==> src/rtl/encoder_pn_rr.sv <==
// -----------------------------------------------------------------------------
// encoder_pn_rr
//   Parametrised N-to-log2(N) encoder. The result is held in a one-entry output
//   register and is passed on through a valid/ready handshake. Two grant modes:
//   fixed priority (the highest set index wins) and round-robin (a rotating
//   pointer shares the grant among simultaneous requests).
//
// Ports
//   iClk    in   1  clock, rising edge
//   iRst_n  in   1  asynchronous active-low reset
//   iValid  in   1  upstream vector present on iData
//   oReady  out  1  vector can be accepted this cycle
//   iData   in   N  request vector, bit k = line Dk
//   iMode   in   1  0 = fixed priority, 1 = round-robin
//   oValid  out  1  oData/oNone/oMulti hold a result
//   iReady  in   1  downstream consumes the result this cycle
//   oData   out  W  encoded index of the granted line
//   oNone   out  1  accepted vector was all zero
//   oMulti  out  1  accepted vector had more than one bit set
// -----------------------------------------------------------------------------
module encoder_pn_rr #(
    parameter  int N = 8,
    localparam int W = $clog2(N)
) (
    input  logic         iClk,
    input  logic         iRst_n,
    input  logic         iValid,
    output logic         oReady,
    input  logic [N-1:0] iData,
    input  logic         iMode,
    output logic         oValid,
    input  logic         iReady,
    output logic [W-1:0] oData,
    output logic         oNone,
    output logic         oMulti
);

    localparam logic [W:0]   NW   = (W+1)'(N);
    localparam logic [W-1:0] NM1  = W'(N-1);
    localparam logic [N-1:0] ONE  = N'(1);

    logic         r_valid;
    logic [W-1:0] r_data;
    logic         r_none;
    logic         r_multi;
    logic [W-1:0] r_ptr;

    logic           w_accept;
    logic           w_none;
    logic           w_multi;
    logic [W-1:0]   w_fixed_idx;
    logic [2*N-1:0] w_dbl;
    logic [N-1:0]   w_rot;
    logic [W-1:0]   w_off;
    logic [W:0]     w_sum;
    logic [W:0]     w_wrap;
    logic [W-1:0]   w_rr_idx;
    logic [W-1:0]   w_idx;
    logic [W-1:0]   w_ptr_next;

    assign oReady   = !r_valid || iReady;
    assign w_accept = iValid && oReady;

    assign w_none   = (iData == '0);
    // Clearing the lowest set bit leaves something only if two or more were set.
    assign w_multi  = |(iData & (iData - ONE));

    // Fixed priority: later (higher) indices overwrite earlier ones.
    always_comb begin
        w_fixed_idx = '0;
        for (int k = 0; k < N; k++) begin
            if (iData[k]) w_fixed_idx = W'(k);
        end
    end

    // Round-robin: rotate the request vector so that line r_ptr lands at bit 0,
    // find the lowest set bit there, then map the offset back modulo N.
    // Doubling the vector makes the rotation a plain right shift.
    assign w_dbl = {iData, iData} >> r_ptr;
    assign w_rot = w_dbl[N-1:0];

    always_comb begin
        w_off = '0;
        for (int j = N - 1; j >= 0; j--) begin
            if (w_rot[j]) w_off = W'(j);
        end
    end

    // r_ptr and w_off are both below N, so one conditional subtract suffices.
    assign w_sum    = {1'b0, r_ptr} + {1'b0, w_off};
    assign w_wrap   = (w_sum >= NW) ? (w_sum - NW) : w_sum;
    assign w_rr_idx = w_wrap[W-1:0];

    always_comb begin
        w_idx = '0;
        if (!w_none) begin
            w_idx = iMode ? w_rr_idx : w_fixed_idx;
        end
    end

    // Wrap at N-1 rather than at 2^W-1 so unused codes are never reached.
    assign w_ptr_next = (w_idx == NM1) ? '0 : (w_idx + 1'b1);

    always_ff @(posedge iClk or negedge iRst_n) begin
        if (!iRst_n) begin
            r_valid <= 1'b0;
            r_data  <= '0;
            r_none  <= 1'b0;
            r_multi <= 1'b0;
            r_ptr   <= '0;
        end else begin
            if (w_accept) begin
                r_valid <= 1'b1;
                r_data  <= w_idx;
                r_none  <= w_none;
                r_multi <= w_multi;
                if (iMode && !w_none) begin
                    r_ptr <= w_ptr_next;
                end
            end else if (r_valid && iReady) begin
                r_valid <= 1'b0;
            end
        end
    end

    assign oValid = r_valid;
    assign oData  = r_data;
    assign oNone  = r_none;
    assign oMulti = r_multi;

endmodule

==> config.mk <==
export PLATFORM = sky130hd
export DESIGN_NAME = encoder_pn_rr
export DESIGN_NICKNAME = d
export VERILOG_FILES = /design/src/rtl/encoder_pn_rr.sv
export SDC_FILE = /design/constraint.sdc
export NUM_CORES = 1
export LEC_CHECK = 0
export CAP_MARGIN = 20
export CORE_MARGIN = 2
export CORE_UTILIZATION = 49
export CTS_BUF_LIST = sky130_fd_sc_hd__clkbuf_16
export DETAILED_ROUTE_END_ITERATION = 7
export PLACE_DENSITY = 0.77
export SYNTH_ARGS = -nofsm -noshare
export SYNTH_HDL_FRONTEND = slang
export SYNTH_SLANG_ARGS = --single-unit
==> constraint.sdc <==
create_clock -name iClk -period 3 [get_ports iClk]
set_input_delay 0.75 -clock iClk [delete_from_list [all_inputs] [get_ports iClk]]
set_output_delay 0.75 -clock iClk [all_outputs]
set_load 0.03 [all_outputs]
== Word level (Yosys, flattened, before mapping) ==
Index checks and enable logic that the tools add are counted.
W data, S select, Z words.

* Reduce and logical (&&, ||, !) cells: 10
* Bitwise operators: 1
* Muxes and demuxes: 21
* Shift-type cells: 1
* $lt $le $gt $ge: 1
* Add/sub/neg operators: 4
* Equal/unequal tests: 1

{| class="wikitable"
|+ Operators by type and width
! operator !! count
|-
| $mux W3 || 17
|-
| $shr A16 B3 Y8 || 1
|-
| $and A8 B8 Y8 || 1
|-
| $logic_not A8 Y1 || 1
|-
| $reduce_or A8 Y1 || 1
|-
| $sub A8 B1 Y8 const B || 1
|-
| $add A3 B3 Y4 || 1
|-
| $ge A4 B4 Y1 const B || 1
|-
| $add A3 B1 Y3 const B || 1
|-
| $eq A3 B3 Y1 const B || 1
|-
| $logic_and A1 B1 Y1 || 3
|-
| $mux W1 || 3
|-
| $sub A3 B1 Y3 const B || 1
|-
| $logic_not A1 Y1 || 2
|-
| $mux W2 || 1
|-
| $reduce_and A2 Y1 || 1
|-
| $reduce_bool A2 Y1 || 1
|-
| $logic_or A1 B1 Y1 || 1
|}

* Input port bits: 13
* Register bits after elaboration: 9
* Logic and storage cells: 44
* Output and inout bits: 7

== Logic depth before layout (Yosys ltp) ==
* Depth in word-level cells: 16
* Mapped depth: 16

== Worst setup path after synthesis ==
No wires, ideal clock.

* Path type: input-to-reg
* Start: in iData[2]
* End: reg r_ptr[2]
* Setup time: 125 ps
* Slack: -479 ps
* Stages: 14
* Path buffers: 1
* Arrival time: 3355 ps
* Cell sequence: clkbuf_1 -> and3b_1 -> o21ai_0 -> a22oi_1 -> o22ai_1 -> a211oi_1 -> o32ai_1 -> ha_1 -> inv_1 -> fa_1 -> and4b_4 -> nor3_1 -> ha_1 -> mux2_2

* Longest elaborated chain between the ends: 16

{| class="wikitable"
|+ RTL lines
! item !! line !! RTL
|-
| from (decl) || 29 || <nowiki>input logic [N-1:0] iData,</nowiki>
|-
| $shr A16 B3 Y8 || 79 || <nowiki>assign w_dbl = {iData, iData} >> r_ptr;</nowiki>
|-
| $mux W3 (8 in series) || 85 || <nowiki>if (w_rot[j]) w_off = W'(j);</nowiki>
|-
| $add A3 B3 Y4 || 90 || <nowiki>assign w_sum = {1'b0, r_ptr} + {1'b0, w_off};</nowiki>
|-
| $ge A4 B4 Y1 or $sub A3 B1 Y3 (tied branches) || 91 || <nowiki>assign w_wrap = (w_sum >= NW) ? (w_sum - NW) : w_sum;</nowiki>
|-
| $mux W3 || 91 ||
|-
| $mux W3 || 97 || <nowiki>w_idx = iMode ? w_rr_idx : w_fixed_idx;</nowiki>
|-
| $mux W3 * || 96 || <nowiki>if (!w_none) begin</nowiki>
|-
| net w_idx[2] || 58 || <nowiki>logic [W-1:0] w_idx;</nowiki>
|-
| $add A3 B1 Y3 or $eq A3 B3 Y1 (tied branches) || 102 || <nowiki>assign w_ptr_next = (w_idx == NM1) ? '0 : (w_idx + 1'b1);</nowiki>
|-
| $mux W3 * || 102 ||
|-
| net w_ptr_next[2] || 59 || <nowiki>logic [W-1:0] w_ptr_next;</nowiki>
|-
| to (signal assigned) || 118 || <nowiki>r_ptr <= w_ptr_next;</nowiki>
|-
| to (decl) || 46 || <nowiki>logic [W-1:0] r_ptr;</nowiki>
|}

The timed path passes the listed nets; every way through them passes the cells marked *.
A chain may end at the register's enable or synchronous reset.

== Worst setup path in the final report ==
Same ends and word-level chain as after synthesis.

==> metrics.md <==
| Metric | Value |
|---|---|
| Maximum fanout encountered on the critical timing path | `7` |
| Dominant delay contributor by cell family on the critical path | `compound AO/OA/AOI/OAI gates` |
| Mean Syn Cell Area | `7.65 um2` |
| Fin Setup TNS | `-1.86 ns` |
| TritonCTS clock tree | `built` |
| Buf/Inv on CP | `3` |
| Setup WS post-layout | `-0.628 ns` |
| Path type of the worst min-delay path | `reg2reg` |
| Net count, final | `251` |
| Detailed Routing Iterations Pass 1 | `5` |
| Reg2reg setup slack | `-0.61 ns` |
| Core Region | `2500 um2` |
| IO Port Bufs | `19` |
| Fraction of the cycle the final worst path needs | `121%` |
| Count of mapped cells out of synthesis | `170` |
| Growth of design area from synthesis to finish | `69.1%` |
| Hold path endpoint | `oData[0]$_DFFE_PN0P_` |
| Post-DP HPWL | `3.12 mm` |
| Final Slew Violations | `0` |
| Number of synthesized flops with an enable pin | `0` |
| Number of stages on the worst hold path | `1` |
| Result of the run | `complete, but fails checks` |
| Worst endpoint required time | `3.12 ns` |
| Horizontal die dimension | `55.5 um` |
| Total number of vias | `1891` |
| Hold buffer count at cts | `0` |
| Remaining Overflow, GRT | `0` |
| Count of endpoints failing setup in the final report | `6` |
| Most used DFF post-synth | `sky130_fd_sc_hd__dfrtp_1` |
| Global-route wire length before repair | `9.01 mm` |
| Worst r2r dst | `r_ptr[2]$_DFFE_PN0P_` |
| Area of the multi-input gates | `1160 um2` |
| Number of different library cells in the post-synthesis netlist | `56` |
| Die Ht | `55.5 um` |
| Vias in the first global route | `1781` |
| Sequential cell area | `226 um2` |
| Tmin final | `3.63 ns` |
| Finished Layout Cells | `263` |
| Clk_lat worst skew | `0.24 ns` |
| CP Capture Type | `flop` |
| DRC violations left | `0` |
| Netlist area before placement | `1300 um2` |
| Total GRT Usage | `37.2%` |
| Count of warnings emitted by yosys | `0` |
| Clk pin slew, worst setup/hold paths | `0.04 ns` |
| Share of flip-flops with an asynchronous set or reset after synthesis | `100%` |
| Proportion of layout cells with a drive suffix above 1 | `47.6%` |
| Slew HR | `70.1%` |
| Critical path startpoint category | `input pin` |
| Root Buffer | `sky130_fd_sc_hd__clkbuf_16` |
| Antenna-violating nets left | `0` |
| Pin count of the biggest net entering global routing | `22` |
| Start of the worst register-to-register path | `r_ptr[2]$_DFFE_PN0P_` |
| Vias per cell | `7.19` |
| Std cell rows | `18` |
| Smallest hold slack | `0.506 ns` |
| Sequential fraction of the synthesis area | `17.3%` |
| DRT iter0 DRCs | `198` |
| Post-layout power | `2.22 mW` |
| Post-synth net total | `187` |
| Number of sinks handled by clock tree synthesis | `9` |
| Antenna violations before repair | `0` |
| Worst setup timing slack at the placement stage | `-1.09 ns` |
| #FFs+latches synth | `9` |
| Slowest library cell on the worst path | `sky130_fd_sc_hd__fa_2` |
| Number of clock buffers inserted by TritonCTS | `3` |
| I/O pin cnt | `20` |
| RSZ-0062 raised after global routing | `true` |
| Transition time at the pin with the least slew margin | `0.448 ns` |
| Reg2Reg Depth | `15` |
| Max Cap Violations | `0` |
| Crit path DAT | `3.75 ns` |
| FMAX | `276 MHz` |
| H-Tree Level Count | `1` |
| Worst clock skew on the final layout | `0.000142 ns` |
| Power Density | `1010 nW/um2` |
| Largest vdd supply drop | `0.000994 V` |
| Antenna Cells | `0` |
| Area post-placement | `1800 um2` |
| Total Die Area | `3080 um2` |
| Core occupancy in the finished layout | `87.9%` |
| Average detailed-routed wire length per instance | `25.3 um` |
| Weighted congestion reported at the end of routability-driven placement | `0.930` |
| Filler cells | `104` |
| Violated checks | `negative setup slack` |
| Placed cell count | `247` |
| Origin of the worst min-delay path | `oData[0]$_DFFE_PN0P_` |
| Cells traversed along the worst timing path | `buf_4, and3b_2, o21ai_1, a22oi_1, o22ai_2, buf_4, a211oi_2, o32ai_2, ha_2, inv_2, fa_2, a22oi_2, ha_4, ha_4, mux2_4` |
| Crit path largest cell delay | `0.45 ns` |
| Effective utilization at floorplan | `52.0%` |
| Maximum count of clock buffers along a single path | `2` |
| Path type of the worst setup path | `in2reg` |
| Leakage | `0.938 nW` |
| DRT Wirelength | `6.67 mm` |
| Final number of hold-violating endpoints | `0` |
| Finished layout cell area | `2200 um2` |
==> worst max-delay path by stage <==
stage | endpoint | from | cells past startpoint
global route | r_ptr[2]$_DFFE_PN0P_ | iData[7] | 15
global placement | r_ptr[2]$_DFFE_PN0P_ | iData[7] | 14
finish | r_ptr[2]$_DFFE_PN0P_ | iData[2] | 15
CTS | r_ptr[2]$_DFFE_PN0P_ | iData[1] | 16
detailed placement | r_ptr[2]$_DFFE_PN0P_ | iData[2] | 14
floorplan | r_ptr[2]$_DFFE_PN0P_ | iData[4] | 14
==> state kept, by name (all words and copies together), names as in the netlist <==
| signal | count |
|---|---|
| oMulti | 1 |
| r_ptr | 3 |
| oNone | 1 |
| oData | 3 |
| oValid | 1 |
==> cells in the mapped netlist, types with 2 or more instances <==
cell type | n | area, um2
sky130_fd_sc_hd__o21bai_1 | 2 | 15.0
sky130_fd_sc_hd__o311ai_0 | 3 | 26.3
sky130_fd_sc_hd__or2_1 | 2 | 12.5
sky130_fd_sc_hd__inv_1 | 9 | 33.8
sky130_fd_sc_hd__a22o_1 | 3 | 26.3
sky130_fd_sc_hd__buf_4 | 2 | 15.0
sky130_fd_sc_hd__a21oi_1 | 7 | 35.0
sky130_fd_sc_hd__o21ai_0 | 12 | 60.1
sky130_fd_sc_hd__nor3_1 | 7 | 35.0
sky130_fd_sc_hd__buf_2 | 9 | 45.0
sky130_fd_sc_hd__ha_1 | 3 | 37.5
sky130_fd_sc_hd__nand3b_1 | 3 | 22.5
sky130_fd_sc_hd__a211oi_1 | 2 | 15.0
sky130_fd_sc_hd__nor2b_1 | 2 | 12.5
sky130_fd_sc_hd__o21ai_1 | 3 | 15.0
sky130_fd_sc_hd__a22oi_1 | 3 | 22.5
sky130_fd_sc_hd__or3_1 | 2 | 12.5
sky130_fd_sc_hd__o32ai_1 | 2 | 17.5
sky130_fd_sc_hd__nand3_1 | 3 | 15.0
sky130_fd_sc_hd__a31oi_1 | 2 | 12.5
sky130_fd_sc_hd__mux2_2 | 6 | 67.6
sky130_fd_sc_hd__o211ai_1 | 2 | 15.0
sky130_fd_sc_hd__mux2i_1 | 6 | 60.1
sky130_fd_sc_hd__clkbuf_1 | 4 | 15.0
sky130_fd_sc_hd__and3b_1 | 2 | 17.5
sky130_fd_sc_hd__dfrtp_1 | 9 | 225
sky130_fd_sc_hd__nor2_1 | 14 | 52.6
sky130_fd_sc_hd__nor3b_1 | 6 | 45.0
sky130_fd_sc_hd__nand2_1 | 9 | 33.8
sky130_fd_sc_hd__nand2b_1 | 4 | 25.0
sky130_fd_sc_hd__nand4b_1 | 2 | 17.5
==> cell families (layout without fill, tap and decap cells) <==
| kind of cell | after synthesis | in the layout | share of synthesized area [%] |
|---|---|---|---|
| buffers and inverters | 25 | 88 | 9.24 |
| and+or+nand+nor | 64 | 64 | 28.1 |
| muxes | 12 | 12 | 9.82 |
| xor gates and xnor gates | 1 | 1 | 0.674 |
| DFF | 9 | 9 | 17.3 |
| AOI/OAI and AO/OA | 53 | 53 | 28.8 |
| adders and majority gates | 6 | 6 | 6.06 |
==> repair_timing <==
action	CTS	global route
cloned	0	1
setup endpoints to repair	7	6
pin swaps	20	12
hold endpoints to repair	0	0
gates resized for setup	73	17
buffers inserted	9	2
==> layout by cell type, fill, tap and decap left out, types with 2 or more instances in the layout <==
master / count
sky130_fd_sc_hd__a211oi_2: 2
sky130_fd_sc_hd__a21oi_1: 5
sky130_fd_sc_hd__a21oi_2: 2
sky130_fd_sc_hd__a22o_1: 3
sky130_fd_sc_hd__a22oi_2: 2
sky130_fd_sc_hd__buf_2: 3
sky130_fd_sc_hd__buf_4: 48
sky130_fd_sc_hd__buf_6: 9
sky130_fd_sc_hd__buf_8: 2
sky130_fd_sc_hd__clkbuf_16: 4
sky130_fd_sc_hd__clkdlybuf4s50_1: 11
sky130_fd_sc_hd__dfrtp_1: 8
sky130_fd_sc_hd__ha_4: 2
sky130_fd_sc_hd__inv_1: 9
sky130_fd_sc_hd__mux2_2: 2
sky130_fd_sc_hd__mux2_4: 4
sky130_fd_sc_hd__mux2i_1: 6
sky130_fd_sc_hd__nand2_1: 9
sky130_fd_sc_hd__nand2b_1: 4
sky130_fd_sc_hd__nand3_1: 3
sky130_fd_sc_hd__nand3b_1: 3
sky130_fd_sc_hd__nand4b_1: 2
sky130_fd_sc_hd__nor2_1: 14
sky130_fd_sc_hd__nor2b_1: 2
sky130_fd_sc_hd__nor3_1: 4
sky130_fd_sc_hd__nor3_2: 3
sky130_fd_sc_hd__nor3b_1: 2
sky130_fd_sc_hd__nor3b_2: 4
sky130_fd_sc_hd__o211ai_1: 2
sky130_fd_sc_hd__o21ai_0: 4
sky130_fd_sc_hd__o21ai_1: 9
sky130_fd_sc_hd__o21ai_2: 2
sky130_fd_sc_hd__o21bai_1: 2
sky130_fd_sc_hd__o311ai_4: 2
sky130_fd_sc_hd__or2_1: 2
sky130_fd_sc_hd__or3_1: 2
==> area by class of cell <==
class                           instances  area share (%)
Timing Repair Buffer                   75            30.1
Clock inverter                          1           0.171
Sequential cell                         9            10.3
Tap cell                               30            1.71
Inverter                                9            1.54
Clock buffer                            3            3.41
Multi-Input combinational cell        136            52.8
==> per-layer routing <==
layer	part of all wire, %	global-route usage [%]
met1	35	46.5
met2	43	59.2
met3	13	11.0
met4	8.2	15.7
met5	0	0
==> worst reg2reg max path: cells and delay by family, from the launching register on <==
| kind | cells | cell delay (ns) |
|---|---|---|
| AOI/OAI and AO/OA | 6 | 1.09 |
| adders and majority gates | 4 | 1.02 |
| buffers and inverters | 3 | 0.45 |
| DFF | 1 | 0.40 |
| muxes | 1 | 0.26 |
| and+or+nand+nor | 1 | 0.26 |
==> where the power goes <==
group	total, mW	switching [mW]	leakage [nW]	internal [mW]
Clock	0.237	0.0623	0.0423	0.175
Sequential	0.217	0.0523	0.103	0.164
Combinational	1.77	0.904	0.793	0.861
Power figures use the tool's default switching activity.
